[src/rtl/mem_copy_pkg.sv]
// Shared definitions for the word-granular block-copy engine.
// Holds the FSM state encoding and the memory geometry constants.
package mem_copy_pkg;

  typedef enum logic [1:0] {
    IDLE  = 2'd0,
    READ  = 2'd1,
    WRITE = 2'd2,
    DONE  = 2'd3
  } state_t;

  localparam int WORD_BYTES = 4;
  localparam int MEM_ADR_W  = 12;

endpackage

[src/rtl/mem_copy_engine.sv]
// Memory-port master that copies len words from src to dst, one read then one write per word,
// keeping a running modulo-2^32 checksum of every word it moves.
module mem_copy_engine
  import mem_copy_pkg::*;
#(
  parameter int LEN_W = 11
) (
  input  logic             clk,
  input  logic             rst_n,
  input  logic             start,
  input  logic [31:0]      src_adr,
  input  logic [31:0]      dst_adr,
  input  logic [LEN_W-1:0] len,
  output logic             busy,
  output logic             done,
  output logic [31:0]      checksum,
  output logic [31:0]      adr,
  output logic [31:0]      wr_data,
  output logic             MemRead,
  output logic             MemWrite,
  input  logic [31:0]      rd_data
);

  state_t           r_state;
  state_t           w_next;
  logic [31:0]      r_src;
  logic [31:0]      r_dst;
  logic [LEN_W-1:0] r_cnt;
  logic [31:0]      r_buf;
  logic [31:0]      r_checksum;

  always_ff @(posedge clk or negedge rst_n) begin
    if (!rst_n) r_state <= IDLE;
    else        r_state <= w_next;
  end

  always_comb begin
    w_next = r_state;
    case (r_state)
      IDLE:    if (start) w_next = (len == '0) ? DONE : READ;
      READ:    w_next = WRITE;
      WRITE:   w_next = (r_cnt == LEN_W'(1)) ? DONE : READ;
      DONE:    w_next = IDLE;
      default: w_next = IDLE;
    endcase
  end

  // Working registers: arguments are latched once on acceptance, so later input changes are harmless.
  always_ff @(posedge clk or negedge rst_n) begin
    if (!rst_n) begin
      r_src      <= '0;
      r_dst      <= '0;
      r_cnt      <= '0;
      r_buf      <= '0;
      r_checksum <= '0;
    end else begin
      case (r_state)
        IDLE: begin
          if (start) begin
            r_src      <= src_adr;
            r_dst      <= dst_adr;
            r_cnt      <= len;
            r_checksum <= '0;
          end
        end
        READ: begin
          r_buf      <= rd_data;
          r_checksum <= r_checksum + rd_data;
        end
        WRITE: begin
          r_src <= r_src + 32'(WORD_BYTES);
          r_dst <= r_dst + 32'(WORD_BYTES);
          r_cnt <= r_cnt - LEN_W'(1);
        end
        default: ;
      endcase
    end
  end

  // Moore decodes: the address and data buses are forced to zero unless their enable is high.
  assign busy     = (r_state == READ) || (r_state == WRITE);
  assign done     = (r_state == DONE);
  assign MemRead  = (r_state == READ);
  assign MemWrite = (r_state == WRITE);
  assign adr      = (r_state == READ)  ? r_src :
                    (r_state == WRITE) ? r_dst : '0;
  assign wr_data  = (r_state == WRITE) ? r_buf : '0;
  assign checksum = r_checksum;

endmodule

[config.mk]
export PLATFORM = sky130hd
export DESIGN_NAME = mem_copy_engine
export DESIGN_NICKNAME = d
export VERILOG_FILES = /design/src/rtl/mem_copy_pkg.sv /design/src/rtl/mem_copy_engine.sv
export SDC_FILE = /design/constraint.sdc
export NUM_CORES = 1
export LEC_CHECK = 0
export ABC_AREA = 1
export CORE_MARGIN = 8
export CORE_UTILIZATION = 53
export DETAILED_ROUTE_END_ITERATION = 7
export MAX_ROUTING_LAYER = met4
export PLACE_DENSITY = 0.93
export SLEW_MARGIN = 20
export SYNTH_ARGS = -nofsm -noshare
export SYNTH_HDL_FRONTEND = slang
export SYNTH_SLANG_ARGS = --single-unit
[constraint.sdc]
create_clock -name clk -period 2.1 [get_ports clk]
set_clock_uncertainty 0.1 [all_clocks]
set_input_delay 0.42 -clock clk [delete_from_list [all_inputs] [get_ports clk]]
set_output_delay 0.42 -clock clk [all_outputs]
set_load 0.02 [all_outputs]
* Yosys cells after proc, flatten, opt, wreduce, memory -nomap -nowiden
Cells that the tools add are included.
** Cells by class
- Add/sub/neg operators :: 4
- Multiply operators :: 0
- Divide/modulo/power cells :: 0
- Magnitude comparators :: 0
- Eq/ne operators :: 5
- Shift operators :: 0
- Multiplexer cells :: 15
- Bitwise gates (word level) :: 0
- Reduce and logical (&&, ||, !) cells :: 7
** Operator list (number)
- 32-bit 2-to-1 mux :: 6
- 32-bit case mux with 2 select lines :: 3
- 32-bit by 3-bit adder with 32-bit output, second input constant :: 2
- 32-bit adder :: 1
- 11-bit case mux with 2 select lines :: 1
- 11-bit by 1-bit == test with 1-bit output, second input constant :: 1
- 11-bit zero test :: 1
- 11-bit 2-to-1 mux :: 1
- 11-bit by 1-bit subtractor with 11-bit output, second input constant :: 1
- 2-bit case mux with 4 select lines :: 1
- 2-bit 2-to-1 mux :: 3
- 2-bit == test, second input constant :: 2
- 2-bit AND reduction :: 2
- 2-bit nonzero test :: 2
- 2-bit by 1-bit == test with 1-bit output, second input constant :: 1
- 2-bit zero test :: 1
- 2-bit != test, second input constant :: 1
- 1-bit logical OR :: 1
** Word-level totals
- Register bits after elaboration :: 141
- Latch bits :: 0
- Memory bits (writable) :: 0
- Memory bits (read-only) :: 0
- Bits of input ports :: 110
- Output and inout bits :: 100
- Word-level logic and storage cells :: 37
- Memories :: 0

* Logic depth before layout (Yosys ltp)
- Word-level depth :: 4
- Gate-level depth with buffers :: 14
- Depth with buffers taken out :: 14

* Least setup slack after synthesis
OpenSTA, ideal clock, no wires.
- Kind :: register -> output
- From :: register r_state[0]
- To :: output port adr[14]
- Arrival time :: 1887 ps
- Data required time :: 1580 ps
- Slack :: -307 ps
- Cell stages (with the launch flop) :: 8
- Buffers on the path :: 3
- Path through :: dfrtp_1 inv_1 ha_1 buf_4 buf_2 nand2_1 clkbuf_1 o21ai_0
** Between the ends
- Word-level cells in the longest chain between the ends :: 3
- Elaborated cells on any way between the ends :: 4
- Those cells by class :: 2 x eq/ne; 2 x mux
** RTL lines
- start: declaration :: line mem_copy_engine.sv:24 : state_t r_state;
- start signal: assignment :: line mem_copy_engine.sv:34 : else r_state <= w_next;
- 2-bit == test
- net MemWrite :: line mem_copy_engine.sv:20 : output logic MemWrite,
- 32-bit 2-to-1 mux :: line mem_copy_engine.sv:86 : (r_state == WRITE) ? r_dst : '0;
- 32-bit 2-to-1 mux :: line mem_copy_engine.sv:85 : assign adr = (r_state == READ) ? r_src :
- end: declaration :: line mem_copy_engine.sv:17 : output logic [31:0] adr,
The timed path passes the listed nets, and every way through them passes these cells.

* Worst setup path in the final report
- From :: register r_state[0]
- To :: output port adr[8]
** Between the ends
- Word-level cells in the longest chain between the ends :: 3
- Elaborated cells on any way between the ends :: 4
- Those cells by class :: 2 x eq/ne; 2 x mux
** RTL lines (line)
- 2-bit == test :: mem_copy_engine.sv:86
- 32-bit 2-to-1 mux :: mem_copy_engine.sv:86
- 32-bit 2-to-1 mux (*) :: mem_copy_engine.sv:85
Every way passes the cells marked *; elsewhere a longest branch is shown, timed or not.

==> run summary <==
The routed via count divided by cell count works out to 5.82. The tools report the hold path startpoint as rd_data[0]. The share of the clock period used by the worst path after layout was 1.10.

STA classifies the critical path endpoint as an output pin. For this design the ratio of total power to cell area is 1600 mW/mm^2. STA classifies the critical path startpoint as a flop. The net switching share of the total power came out at 0.496. The slack of the critical path was -215 ps.

TritonCTS built the clock tree. Global routing finished with a remaining overflow of 0. The synthesized netlist occupies a cell area of 0.0106 mm^2.

The final reports fail on DRC, setup timing. The share of the synthesized area in the top cell type was 0.332. Leaving out fill and tap cells, the most frequent cells in the layout are 582 x sky130_fd_sc_hd__nand2_1, 245 x sky130_fd_sc_hd__inv_1, 139 x sky130_fd_sc_hd__dfrtp_1.

The run gives 0.821 as the final core utilization. The run gives 2 as the initial antenna violation count. Averaged over all synthesized cells, the footprint is 6.26 um^2. Post-placement worst setup slack: -526 ps.

The maximum vdd ir drop is 0.834 mV, and the largest driver fanout on the critical path is 5. During placement, the flow inserted port buffers numbering 209. The first routing iteration left 1616 violations. The tree is rooted in a sky130_fd_sc_hd__clkbuf_16. At the pin with the least slew margin, the transition time is 550 ps.

The run gives 57 as the pin count of the biggest net entering global routing. The biggest area contributor in the post-synthesis netlist is sky130_fd_sc_hd__dfrtp_1. Clock buffer count from CTS: 17. Measured along the y axis, the die boundary spans 158 um.

The worst setup path is of the flop to output pin kind. The detail route stage leaves a number of antenna-violating nets equal to 0. The static leakage is 8.29 nW, and the worst max-slew margin expressed relative to the limit is 0.632. For this run, the post-layout net count is 2167. The arrival time at the worst endpoint is 1800 ps, and the HPWL reported at the end of detailed placement is 29900 um. The average wire per standard cell is 19.9 um, and the setup total negative slack is -11570 ps.

Along the worst hold path, the cell count comes to 3. The worst register-to-register path begins at r_state[1]. The floorplan step defined a die boundary enclosing 0.0248 mm^2. The layout has 1222 filler cells. The Yosys step of the flow raised 0 warnings. Share of synthesized flip-flops with an asynchronous set or reset: 1.00. Counting tap cells, the placed design contains a total of 2232 instances.

Total number of placement rows: 51. Setup repair after global routing could not meet its margin everywhere. The sequential share of power is 0.211, and the first-pass GRT wire length is 63400 um.

The DRC violation count after routing was 2. The worst hold margin was 165 ps; the max capacitance violation total was 0. Highest attainable clock frequency: 0.432 GHz. At the worst endpoint, the required time is 1580 ps.

The run gives 1.01 as the placer's final routability congestion estimate. The flip-flop cell with the highest count after synthesis is sky130_fd_sc_hd__dfrtp_1. For the number of setup violations in the final report, the log shows 114.

For the number of global-route vias before repair, the log shows 12300. CTS built an H-tree with a depth of 4. The tools report the sequential share of the synthesized area as 0.332.

The number of pins with negative max-slew slack in the final report is 0, and the number of cells on the worst reg-to-reg path is 11. The smallest clock period supported by the final layout is computed as 2320 ps. The proportion of layout cells with a drive suffix above 1 is 0.212. The buffer depth of the longest clock path came out at 2.

Across all register-to-register paths, the minimum setup slack is -90 ps. Summing all flip-flop and latch instances after layout gives 0.00353 mm^2. The global-route total usage across every layer is 0.334, and the routed wire length is 45600 um.

Compared with the post-synthesis result, the final layout area differs by 51.3%. Yosys attributes the largest share of cell area to sky130_fd_sc_hd__dfrtp_1 33%, sky130_fd_sc_hd__nand2_1 21%, sky130_fd_sc_hd__inv_1 9.4%. Path type of the worst min-delay path: input pin to flop. The library cell used most frequently in the layout, excluding fill and tap cells, is sky130_fd_sc_hd__nand2_1. In this run the standard cell core region covers 0.0196 mm^2. For hold timing, the worst endpoint is r_buf[0]. The clock network fraction of design power was 0.121; the number of detailed-route iterations in the first pass was 8. Summed over all nets, the switching power comes to 12.8 mW. The logs give 210 for the count of pins on the block boundary and 1697 for the synthesized instance count. The internal portion of the total power is 13.0 mW. The synthesized design contains 141 register bits.

The tools report the reg-to-reg critical path endpoint as r_dst[6]. The count of cell types in the netlist came out at 44. For the number of hold violations in the final report, the log shows 0. The count of non-filler cells in the finished layout was 2295; the number of flops mapped to enable cells by yosys was 0. The post-CTS clock slew at the launch and capture registers of the worst setup and hold paths was 70 ps; the part of the total power dissipated in combinational logic was 0.668. Summing all multi-input logic gate instances after layout gives 0.00684 mm^2. The clock reaches the later pin of the worst-skew pair after 430 ps. The starting density of the core was 0.542. For the number of sinks handled by clock tree synthesis, the log shows 141. The net count after synthesis is 1848, and the total number of vias is 13400. The die is 158 um wide.

The run finished, with violations left.
==> synth_stat cells (4+ instances only) <==
| cell type | n |
|---|---|
| sky130_fd_sc_hd__nand2_1 | 606 |
| sky130_fd_sc_hd__inv_1 | 265 |
| sky130_fd_sc_hd__nor2_1 | 159 |
| sky130_fd_sc_hd__dfrtp_1 | 141 |
| sky130_fd_sc_hd__nand3_1 | 112 |
| sky130_fd_sc_hd__o21ai_0 | 97 |
| sky130_fd_sc_hd__o22ai_1 | 53 |
| sky130_fd_sc_hd__a21oi_1 | 44 |
| sky130_fd_sc_hd__ha_1 | 40 |
| sky130_fd_sc_hd__clkbuf_1 | 32 |
| sky130_fd_sc_hd__nor3_1 | 21 |
| sky130_fd_sc_hd__nand4_1 | 17 |
| sky130_fd_sc_hd__buf_2 | 14 |
| sky130_fd_sc_hd__xor2_1 | 14 |
| sky130_fd_sc_hd__o21ai_1 | 9 |
| sky130_fd_sc_hd__a22oi_1 | 8 |
| sky130_fd_sc_hd__o211ai_1 | 6 |
| sky130_fd_sc_hd__buf_1 | 4 |
| sky130_fd_sc_hd__nor2_2 | 4 |
| sky130_fd_sc_hd__nor3_2 | 4 |
| sky130_fd_sc_hd__xnor2_1 | 4 |
==> layer usage <==
| metal | vias up | global-route usage | routed length, um |
|---|---|---|---|
| li1 | 6015 | - | - |
| met1 | 6133 | 0.399 | 16800 |
| met2 | 970 | 0.552 | 21300 |
| met3 | 243 | 0.0578 | 4830 |
| met4 | 0 | 0.140 | 2640 |
| met5 | - | - | 0 |
==> critical path: stages, from the launching register on <==
cell and delay, ps:
sky130_fd_sc_hd__dfrtp_2 460, sky130_fd_sc_hd__inv_2 100, sky130_fd_sc_hd__ha_4 220, sky130_fd_sc_hd__nand2_8 110, sky130_fd_sc_hd__clkbuf_16 190, sky130_fd_sc_hd__o22ai_4 130, sky130_fd_sc_hd__buf_6 150
==> kinds of logic (layout without fill, tap and decap cells) <==
logic type,count (synthesis),count (layout),share of synthesized area
compound gates,231,231,0.123
buf+inv,322,653,0.118
other cells,0,2,0
fa+ha+maj,41,41,0.0490
flops,141,141,0.332
xor+xnor,18,18,0.0148
simple gates,944,944,0.364
==> sequential cells by signal (all words and copies together), names as in the netlist <==
signal    cells
checksum     32
r_buf        32
r_cnt        11
r_dst        32
r_src        32
r_state       2
==> power groups by stage <==
stage	clock network, mW	registers [mW]	logic [mW]
finish	3.11	5.43	17.2
global route	3.19	5.53	18.3
CTS	3.06	5.20	14.2
detailed placement	0	5.19	13.8
global placement	0	5.16	13.4
floorplan	0	5.22	8.17
==> through the flow <==
step	instance area [um^2]	total power [mW]
floorplan	10900	13.4
global placement	14100	18.6
detailed placement	14100	19.0
CTS	14700	22.4
global route	16100	27.0
finish	16100	25.7
==> how the worst max path moves through the flow <==
stage,start,endpoint,slack [ps],depth (start not counted)
2_1_floorplan,r_state[0],adr[10],-30,7
3_3_place_gp,rd_data[0],checksum[28],-440,14
3_5_place_dp,rd_data[0],checksum[28],-530,14
4_1_cts,r_state[1],adr[22],-180,6
5_1_grt,r_state[0],wr_data[3],-260,7
6_report,r_state[0],adr[8],-220,6
==> layout make-up <==
class / count / area share
Antenna cell: 2 / 0.000311
Clock buffer: 18 / 0.0267
Clock inverter: 13 / 0.00887
Inverter: 268 / 0.0640
Multi-Input combinational cell: 1234 / 0.425
Sequential cell: 141 / 0.220
Tap cell: 265 / 0.0206
Timing Repair Buffer: 354 / 0.235
==> timing repair <==
action                     4_1_cts  5_1_grt
pin swaps                        3       24
resized for setup              372      263
hold buffers                     1        0
gates cloned                     3       11
buffers inserted                 3       12
hold endpoints to repair        39        0
setup endpoints to repair      136      140
No activity file was read; power rests on OpenSTA's default activity.
